File: config.mk
export PLATFORM = sky130hd
export DESIGN_NAME = dff8_negedge_rst
export DESIGN_NICKNAME = d
export VERILOG_FILES = /design/src/rtl/dff8_negedge_rst.sv
export SDC_FILE = /design/constraint.sdc
export NUM_CORES = 1
export LEC_CHECK = 0
export BUFFER_PORTS_ARGS = -buffer_cell sky130_fd_sc_hd__buf_4
export CAP_MARGIN = 20
export CORE_AREA = 5 5 42 44
export CTS_BUF_LIST = sky130_fd_sc_hd__clkbuf_16
export CTS_CLUSTER_SIZE = 12
export DETAILED_ROUTE_END_ITERATION = 7
export DIE_AREA = 0 0 47 49
export PLACE_DENSITY = 0.43
export SYNTH_ARGS = -nofsm -noshare
export SYNTH_HDL_FRONTEND = slang
export SYNTH_SLANG_ARGS = --single-unit
export TNS_END_PERCENT = 30
File: constraint.sdc
create_clock -name clk -period 0.8 [get_ports clk]
set_input_delay 0.04 -clock clk [delete_from_list [all_inputs] [get_ports clk]]
set_output_delay 0.04 -clock clk [all_outputs]
set_load 0.1 [all_outputs]
File: src/rtl/dff8_negedge_rst.sv
// Falling-edge register bank with a synchronous, active-high reset that
// loads a fixed non-zero pattern. It gives a half-cycle offset from the
// posedge domain: d captured at a falling edge is visible to posedge logic
// half a cycle later.
module dff8_negedge_rst #(
  parameter int                 WIDTH       = 8,
  parameter logic [WIDTH-1:0]   RESET_VALUE = 8'h34
) (
  input  logic             clk,
  input  logic             reset,
  input  logic [WIDTH-1:0] d,
  output logic [WIDTH-1:0] q
);

  // Falling-edge capture. Reset is sampled only on this edge, so it is
  // synchronous, and it takes priority over d.
  always_ff @(negedge clk) begin
    if (reset) q <= RESET_VALUE;
    else       q <= d;
  end

endmodule

; ---- Word-level counts from Yosys, hierarchy flattened
; Index checks and enable logic that the tools add are counted.
[op_classes]
add_sub_neg = 0
mul = 0
div = 0
n_lt_le_gt_ge = 0
n_eq_ne = 0
shift = 0
n_mux = 0
bitwise_logic = 0
n_reduce_logical = 0
[word_totals]
reg_bits = 8
latchBits = 0
ram_bits = 0
mem_bits_ro = 0
in_bits = 10
output_inout_bits = 8
wordCells = 1
mem_count = 0

; ---- Logic depth before layout (Yosys ltp)
; Gate-level depths: netlist of the first run.
[depth]
word_depth = 0
mapped_depth = 1
ltp_nobuf = 1

==> results of run 1 <==
## power by group
| part | leakage (uW) | internal (uW) | switching (uW) |
|---|---|---|---|
| combinational | 0.000138 | 121 | 178 |
| sequential | 0.0000700 | 413 | 17.1 |
| clock | 0.0000796 | 700 | 277 |
| total | 0.000288 | 1230 | 471 |
## synthesized netlist by cell type
cell type	count	area, um^2
sky130_fd_sc_hd__dfxtp_1	8	160
sky130_fd_sc_hd__nor2b_1	5	31.3
sky130_fd_sc_hd__or2_1	3	18.8
sky130_fd_sc_hd__inv_1	1	3.75
## metal layers
| metal | global-route usage [%] | part of all wire [%] | up-vias |
|---|---|---|---|
| met5 | 0 | 0 | - |
| met4 | 7.83 | 5.3 | 0 |
| met3 | 4.80 | 3.1 | 4 |
| met2 | 10.4 | 65 | 7 |
| met1 | 4.86 | 27 | 100 |
| li1 | - | - | 106 |
## timing repair
action	CTS	global route
pin swaps	0	0
setup endpoints to repair	8	8
buffers inserted	0	0
gates resized for setup	24	0
## kinds of logic after synthesis
logic type / share of synthesized area [%]
flops: 74.9
simple gates: 23.4
buf+inv: 1.75
## area by class of cell
cell class | instances | area share, %
clock buffers | 3 | 12.5
multi-input cells | 8 | 8.33
flip-flops and latches | 8 | 31.7
repair buffers | 18 | 39.2
clock inverters | 8 | 5.00
well taps | 16 | 3.33
## through the flow
step	setup slack [ns]	setup TNS, ns	hold WS (ns)	instances	area [um^2]
after floorplan	-0.144	-1.15	0.502	17	244
after global placement	-0.228	-2.40	0.619	51	399
after detailed placement	-0.233	-2.49	0.623	51	399
after CTS	-0.459	-3.64	0.308	61	601
after global routing	-0.485	-3.81	0.313	61	601
final	-0.453	-3.59	0.312	61	601
## final timing paths
| check | start | endpoint | slack [ns] | depth (start not counted) |
|---|---|---|---|---|
| worst max-delay path | q[5] | q[5] | -0.45 | 1 |
| worst min-delay path | d[5] | q[5] | 0.31 | 2 |
==> results.sh, run 1 <==
export IMPL_per_instance_average_area_after_synthesis_um2=12.6
export IMPL_ys_seq_elements=8
export IMPL_yosys_warnings=0
export IMPL_grt_setup_unrepaired="yes"
export IMPL_required_ns=0.76
export IMPL_crit_path_end_kind="output pin"
export IMPL_cts_made_buffers=3
export IMPL_yosysSeqAreaShare_pct=74.9
export IMPL_port_buffers=17
export IMPL_syn_nets=27
export IMPL_status="complete, but fails checks"
export IMPL_hold_buffers=0
export IMPL_grt_start_max_net_pins=6
export IMPL_row_count=14
export IMPL_worst_hold_path_type="in -> reg"
export IMPL_chipWidth_um=47
export IMPL_floorplan_initialDensity_pct=15.3
export IMPL_syn_area_um2=214
export IMPL_power_density_nw_per_um2=2840
export IMPL_regArea_um2=190
export IMPL_gate_count_after_technology_mapping=17
export IMPL_timing_worst_setup_path_type="reg -> out"
export IMPL_critPathMaxStageDelay_ns=0.34
export IMPL_num_antenna_cells=0
export IMPL_number_of_flip_flops_in_the_largest_register=8
export IMPL_layout_top_registers="q: 8 flops"
export IMPL_gp_congestion=0.572
export IMPL_crit_path_max_fanout=1
export IMPL_number_of_global_route_vias_before_repair=274
export IMPL_antenna_left=0
export IMPL_final_nets=57
export IMPL_detail_route_drc_violations=0
export IMPL_dr_total_vias=217
export IMPL_design_core_area_um2=1400
export IMPL_failed_checks="setup timing"
export IMPL_dp_hpwl_um=418
export IMPL_areaGrowthSynthToFinish_pct=181
export IMPL_slew_viol_final=0
export IMPL_io_pin_count=18
export IMPL_arrival_ns=1.21
export IMPL_max_vdd_ir_drop_uv=1450
export IMPL_wl_final_um=586
export IMPL_cts_sink_count=8
export IMPL_multi_input_area_um2=50.0
export IMPL_endpoints_failing_setup=8
export IMPL_avgViaCountPerCell=3.56
export IMPL_slowest_stage="sky130_fd_sc_hd__dfxtp_4"
export IMPL_worstMarginPinSlew_ns=0.102
export IMPL_overflow=0
export IMPL_firstDrtPassIters=1
export IMPL_grt_first_pass_wirelength_um=1030
export IMPL_tritoncts="done"
export IMPL_static_leakage_uw=0.000288
export IMPL_path_buf_inv=1
export IMPL_final_cell_utilization_of_the_core_pct=42.9
export IMPL_worst_slew_margin_rel_pct=93.2
export IMPL_die_area_um2=2300
export IMPL_fillCellCount=140
export IMPL_final_hold_violation_count=0
export IMPL_mostFrequentLayoutCell="sky130_fd_sc_hd__buf_4"
export IMPL_clock_tree_buffer_depth=2
export IMPL_setup_worst_path_start_class="register"
export IMPL_crit_family="flip-flops"
export IMPL_gr_usage_all_layers_pct=6.91
export IMPL_drt_first_iter_violations=0
export IMPL_layout_cell_share_with_drive_strength_beyond_1_pct=64.4
export IMPL_final_critical_path_setup_slack_ns=-0.453
export IMPL_regMostFlops="q"
export IMPL_power_total_uw=1710
export IMPL_worstPathCellList="buf_12"
export IMPL_layout_cells_most_common_list="sky130_fd_sc_hd__buf_4 (10), sky130_fd_sc_hd__inv_1 (8), sky130_fd_sc_hd__buf_12 (8), sky130_fd_sc_hd__dfxtp_4 (8), sky130_fd_sc_hd__nor2b_1 (5)"
export IMPL_htree_num_levels=1
export IMPL_chipHeight_um=49
export IMPL_wire_per_inst_um=9.61
export IMPL_path_clk_slew_ns=0.03
export IMPL_clockRootBuffer="sky130_fd_sc_hd__clkbuf_16"
export IMPL_initial_antenna_violation_count=0
export IMPL_cap_violations=0
export IMPL_post_synth_num_cell_types=4
(Power assumes the default switching activity.)
==> run 2, diff against run 1 <==
--- a/config.mk
+++ b/config.mk
@@ -7,12 +7,14 @@
 export LEC_CHECK = 0
 export BUFFER_PORTS_ARGS = -buffer_cell sky130_fd_sc_hd__buf_4
 export CAP_MARGIN = 20
+export CELL_PAD_IN_SITES_DETAIL_PLACEMENT = 1
+export CELL_PAD_IN_SITES_GLOBAL_PLACEMENT = 1
 export CORE_AREA = 5 5 42 44
 export CTS_BUF_LIST = sky130_fd_sc_hd__clkbuf_16
 export CTS_CLUSTER_SIZE = 12
 export DETAILED_ROUTE_END_ITERATION = 7
 export DIE_AREA = 0 0 47 49
-export PLACE_DENSITY = 0.43
+export PLACE_DENSITY = 0.55
 export SYNTH_ARGS = -nofsm -noshare
 export SYNTH_HDL_FRONTEND = slang
 export SYNTH_SLANG_ARGS = --single-unit
==> results.sh, run 2 (same netlist as run 1, synthesis figures left out) <==
export IMPL_status="complete, but fails checks"
export IMPL_failed_checks="setup timing"
export IMPL_combPwrFrac_pct=17.5
export IMPL_arrival_ns=1.23
export IMPL_seq_power_share_pct=25.0
export IMPL_number_of_flip_flops_in_the_largest_register=8
export IMPL_port_buffers=17
export IMPL_areaGrowthSynthToFinish_pct=181
export IMPL_chipHeight_um=49
export IMPL_detail_route_drc_violations=0
export IMPL_avgViaCountPerCell=3.67
export IMPL_timing_worst_setup_path_type="reg -> out"
export IMPL_min_delay_start="d[2]"
export IMPL_clock_tree_buffer_depth=2
export IMPL_power_frac_clock_pct=57.5
export IMPL_final_nets=57
export IMPL_critical_path_depth=1
export IMPL_power_switching_share_pct=28.4
export IMPL_final_cell_utilization_of_the_core_pct=42.9
export IMPL_layout_cells_most_common_list="sky130_fd_sc_hd__buf_4 (10), sky130_fd_sc_hd__inv_1 (8), sky130_fd_sc_hd__buf_12 (8), sky130_fd_sc_hd__dfxtp_4 (8), sky130_fd_sc_hd__nor2b_1 (5)"
export IMPL_antenna_left=0
export IMPL_worst_hold_path_type="in -> reg"
export IMPL_worstPathCellList="buf_12"
export IMPL_power_switching_uw=489
export IMPL_die_area_um2=2300
export IMPL_dp_hpwl_um=505
export IMPL_grt_first_pass_wirelength_um=1230
export IMPL_p_int_uw=1230
export IMPL_worstMarginPinSlew_ns=0.0957
export IMPL_required_ns=0.76
export IMPL_dr_total_vias=224
export IMPL_crit_path_max_fanout=1
export IMPL_cp_startpoint="q[6]"
export IMPL_floorplan_initialDensity_pct=15.3
export IMPL_max_vdd_ir_drop_uv=1110
export IMPL_setup_worst_path_start_class="register"
export IMPL_overflow=0
export IMPL_cts_made_buffers=3
export IMPL_layout_cell_share_with_drive_strength_beyond_1_pct=64.4
export IMPL_path_clk_slew_ns=0.04
export IMPL_io_pin_count=18
export IMPL_endpoints_failing_setup=8
export IMPL_mostFrequentLayoutCell="sky130_fd_sc_hd__buf_4"
export IMPL_number_of_global_route_vias_before_repair=287
export IMPL_clockRootBuffer="sky130_fd_sc_hd__clkbuf_16"
export IMPL_crit_path_end_kind="output pin"
export IMPL_gp_congestion=0.579
export IMPL_crit_family="flip-flops"
export IMPL_worst_slew_margin_rel_pct=93.6
export IMPL_static_leakage_uw=0.000288
export IMPL_cp_endpoint="q[6]"
export IMPL_final_critical_path_setup_slack_ns=-0.470
export IMPL_final_setup_tns_ns=-3.64
export IMPL_critPathMaxStageDelay_ns=0.35
export IMPL_grt_setup_unrepaired="yes"
export IMPL_regMostFlops="q"
export IMPL_slew_viol_final=0
export IMPL_chipWidth_um=47
export IMPL_firstDrtPassIters=1
export IMPL_tritoncts="done"
export IMPL_row_count=14
export IMPL_wl_final_um=764
export IMPL_initial_antenna_violation_count=0
export IMPL_path_buf_inv=1
export IMPL_wire_per_inst_um=12.5
export IMPL_drt_first_iter_violations=0
export IMPL_power_density_nw_per_um2=2870
export IMPL_layout_top_registers="q: 8 flops"
export IMPL_cap_violations=0
export IMPL_power_total_uw=1720
export IMPL_cts_sink_count=8
export IMPL_grt_start_max_net_pins=6
export IMPL_htree_num_levels=1
export IMPL_final_hold_violation_count=0
export IMPL_gr_usage_all_layers_pct=8.46
export IMPL_design_core_area_um2=1400
export IMPL_slowest_stage="sky130_fd_sc_hd__dfxtp_4"
export IMPL_num_antenna_cells=0
run 2: timing repair:
item                                    CTS  global route
cloned                                    0             0
hold buffers                              0             0
resized for setup                        24             0
endpoints found under the setup margin    8             8
buffers inserted                          0             0
run 2: area by class of cell:
| cell class | count | area [um^2] |
|---|---|---|
| clock buffer | 3 | 75.1 |
| clock inverter | 8 | 30.0 |
| fill | 162 | 801 |
| multi-input combinational | 8 | 50.0 |
| sequential | 8 | 190 |
| tap | 16 | 20.0 |
| timing repair buffer | 18 | 235 |
run 2: how the worst min path moves through the flow:
stage	to	slack, ns	depth (start not counted)
2_1_floorplan	q[0]	0.50	1
3_3_place_gp	q[5]	0.62	2
3_5_place_dp	q[4]	0.62	2
4_1_cts	q[2]	0.31	2
5_1_grt	q[5]	0.32	2
6_report	q[2]	0.32	2
run 2: layer usage:
layer / track usage (%) / up-vias / routed length (um)
li1: - / 107 / -
met1: 6.18 / 108 / 200
met2: 13.6 / 7 / 511
met3: 2.58 / 2 / 37
met4: 11.5 / 0 / 16
met5: 0 / - / 0
run 2: power groups by stage:
stage | registers [uW] | logic [uW] | clock network [uW]
3_3_place_gp | 422 | 244 | 68.5
3_5_place_dp | 423 | 248 | 68.5
2_1_floorplan | 582 | 12.6 | 68.5
5_1_grt | 432 | 310 | 1080
6_report | 431 | 301 | 992
4_1_cts | 431 | 304 | 1040
run 2: metrics by stage:
stage                     setup slack (ns)  instance area, um^2  hold WS, ns  std cells
final                               -0.470                  601        0.316         61
after global routing                -0.503                  601        0.319         61
after CTS                           -0.486                  601        0.313         61
after detailed placement            -0.235                  399        0.623         51
after global placement              -0.229                  399        0.621         51
after floorplan                     -0.144                  244        0.502         17
==> run 3, diff against run 2 <==
--- a/config.mk
+++ b/config.mk
@@ -5,6 +5,7 @@
 export SDC_FILE = /design/constraint.sdc
 export NUM_CORES = 1
 export LEC_CHECK = 0
+export ABC_AREA = 1
 export BUFFER_PORTS_ARGS = -buffer_cell sky130_fd_sc_hd__buf_4
 export CAP_MARGIN = 20
 export CELL_PAD_IN_SITES_DETAIL_PLACEMENT = 1
@@ -14,7 +15,7 @@
 export CTS_CLUSTER_SIZE = 12
 export DETAILED_ROUTE_END_ITERATION = 7
 export DIE_AREA = 0 0 47 49
-export PLACE_DENSITY = 0.55
+export PLACE_DENSITY = 0.59
 export SYNTH_ARGS = -nofsm -noshare
 export SYNTH_HDL_FRONTEND = slang
 export SYNTH_SLANG_ARGS = --single-unit
==> results.sh, run 3 <==
export IMPL_status="complete, but fails checks"
export IMPL_failed_checks="setup timing"
export IMPL_drt_first_iter_violations=2
export IMPL_slew_viol_final=0
export IMPL_syn_area_um2=228
export IMPL_final_critical_path_setup_slack_ns=-0.448
export IMPL_cp_startpoint="q[7]"
export IMPL_htree_num_levels=1
export IMPL_regArea_um2=190
export IMPL_crit_family="flip-flops"
export IMPL_design_core_area_um2=1400
export IMPL_gr_usage_all_layers_pct=7.69
export IMPL_critPathMaxStageDelay_ns=0.34
export IMPL_crit_path_max_fanout=1
export IMPL_post_cts_setup_buffers=0
export IMPL_syn_nets=36
export IMPL_worst_slew_margin_rel_pct=94.1
export IMPL_timing_hold_worst_endpoint="q[2]"
export IMPL_placed_cell_area_um2=405
export IMPL_yosys_warnings=0
export IMPL_tritoncts="done"
export IMPL_clock_tree_buffer_depth=2
export IMPL_commonest_cells_in_the_netlist="sky130_fd_sc_hd__inv_1 (9), sky130_fd_sc_hd__dfxtp_1 (8), sky130_fd_sc_hd__nor2_1 (5)"
export IMPL_endpoints_failing_setup=8
export IMPL_dp_cells=59
export IMPL_post_synth_num_cell_types=5
export IMPL_grt_first_pass_wirelength_um=1060
export IMPL_overflow=0
export IMPL_per_instance_average_area_after_synthesis_um2=8.76
export IMPL_dp_hpwl_um=464
export IMPL_fillCellCount=162
export IMPL_worstHoldPathCells=3
export IMPL_synth_most_common_cell="sky130_fd_sc_hd__inv_1"
export IMPL_synth_edf_count=0
export IMPL_floorplan_initialDensity_pct=16.2
export IMPL_areaGrowthSynthToFinish_pct=166
export IMPL_cts_made_buffers=3
export IMPL_avgViaCountPerCell=3.39
export IMPL_met3WireLength_um=54
export IMPL_slowest_stage="sky130_fd_sc_hd__dfxtp_4"
export IMPL_m1WireLength_um=198
export IMPL_finalNonFillerCells=69
export IMPL_mostFrequentLayoutCell="sky130_fd_sc_hd__inv_1"
export IMPL_number_of_global_route_vias_before_repair=291
export IMPL_firstDrtPassIters=3
export IMPL_crit_path_end_kind="output pin"
export IMPL_initial_antenna_violation_count=0
export IMPL_row_count=14
export IMPL_hold_buffers=0
export IMPL_layout_cells_most_common_list="sky130_fd_sc_hd__inv_1 (16), sky130_fd_sc_hd__buf_4 (9), sky130_fd_sc_hd__buf_12 (8), sky130_fd_sc_hd__dfxtp_4 (8), sky130_fd_sc_hd__nor2_1 (5)"
export IMPL_clockRootBuffer="sky130_fd_sc_hd__clkbuf_16"
export IMPL_final_setup_tns_ns=-3.57
export IMPL_dominantRegCellSynth="sky130_fd_sc_hd__dfxtp_1"
export IMPL_cap_violations=0
export IMPL_cts_sink_count=8
export IMPL_die_area_um2=2300
export IMPL_wl_final_um=623
export IMPL_worst_hold_path_type="in -> reg"
export IMPL_final_nets=65
export IMPL_io_pin_count=18
export IMPL_chipWidth_um=47
export IMPL_worstMarginPinSlew_ns=0.0876
export IMPL_required_ns=0.76
export IMPL_gate_count_after_technology_mapping=26
export IMPL_grt_start_max_net_pins=7
export IMPL_multi_input_area_um2=30.0
export IMPL_detail_route_drc_violations=0
export IMPL_final_hold_violation_count=0
export IMPL_top_layer="met4"
export IMPL_num_antenna_cells=0
export IMPL_layout_top_registers="q: 8 flops"
export IMPL_post_synth_top_area_fraction_pct=70.3
export IMPL_timing_worst_setup_path_type="reg -> out"
export IMPL_antenna_left=0
export IMPL_path_clk_slew_ns=0.03
export IMPL_ys_seq_elements=8
export IMPL_min_delay_start="d[2]"
export IMPL_max_vdd_ir_drop_uv=936
export IMPL_static_leakage_uw=0.000330
export IMPL_wire_per_inst_um=9.03
export IMPL_chipHeight_um=49
export IMPL_yosysSeqAreaShare_pct=70.3
export IMPL_grt_setup_unrepaired="yes"
export IMPL_dr_total_vias=234
export IMPL_arrival_ns=1.21
export IMPL_number_of_flip_flops_in_the_largest_register=8
export IMPL_synth_area_leader_cell="sky130_fd_sc_hd__dfxtp_1"
export IMPL_netlist_top_cells_area="sky130_fd_sc_hd__dfxtp_1 (70%), sky130_fd_sc_hd__inv_1 (15%), sky130_fd_sc_hd__nor2_1 (8.2%)"
export IMPL_power_density_nw_per_um2=2790
export IMPL_finalInstanceArea_um2=607
export IMPL_path_buf_inv=1
export IMPL_worstPathCellList="buf_12"
export IMPL_port_buffers=17
export IMPL_length_of_routed_met2_wiring_um=336
export IMPL_layout_cell_share_with_drive_strength_beyond_1_pct=54.7
export IMPL_pre_cts_ws_ns=-0.235
export IMPL_synthArstFlopShare_pct=0
export IMPL_setup_worst_path_start_class="register"
export IMPL_regMostFlops="q"
export IMPL_gp_congestion=0.588
## run 3: timing repair
action,CTS,global route
cloned,0,0
resized for setup,24,0
endpoints found under the setup margin,8,8
## run 3: layout make-up
class	count	share of cell area, %
timing repair buffer	17	37.5
sequential	8	31.3
clock buffer	3	12.4
inverter	9	5.57
multi-input combinational	8	4.95
clock inverter	8	4.95
tap	16	3.30
## run 3: routing by layer
layer	vias to the layer above	GRT usage (%)
li1	122	-
met1	99	5.30
met2	11	10.2
met3	2	6.27
met4	0	10.6
met5	-	0
## run 3: kinds of logic after synthesis
family / synth area share [%]
buffers and inverters: 16.5
flip-flops: 70.3
AND/OR/NAND/NOR: 13.2
## run 3: report_power, final
group / leakage (uW) / internal, uW / switching [uW]
logic: 0.000180 / 116 / 185
registers: 0.0000700 / 414 / 17.0
clock network: 0.0000796 / 699 / 260
total: 0.000330 / 1230 / 463
## run 3: worst max-delay path by stage
stage | end | slack [ns] | depth (start not counted)
2_1_floorplan | q[0] | -0.14 | 0
3_3_place_gp | q[5] | -0.23 | 1
3_5_place_dp | q[7] | -0.24 | 1
4_1_cts | q[7] | -0.46 | 1
5_1_grt | q[1] | -0.48 | 1
6_report | q[7] | -0.45 | 1
## run 3: tightest hold or removal path, stage by stage
cell	delay [ns]
sky130_fd_sc_hd__buf_4	0.07
sky130_fd_sc_hd__inv_1	0.03
sky130_fd_sc_hd__nand2_1	0.05
## run 3: through the flow
step	hold slack [ns]	power [uW]	util (%)
final	0.318	1690	43.3
after global routing	0.320	1780	43.3
after CTS	0.319	1730	43.3
after detailed placement	0.628	741	28.9
after global placement	0.624	737	28.9
after floorplan	0.502	667	-
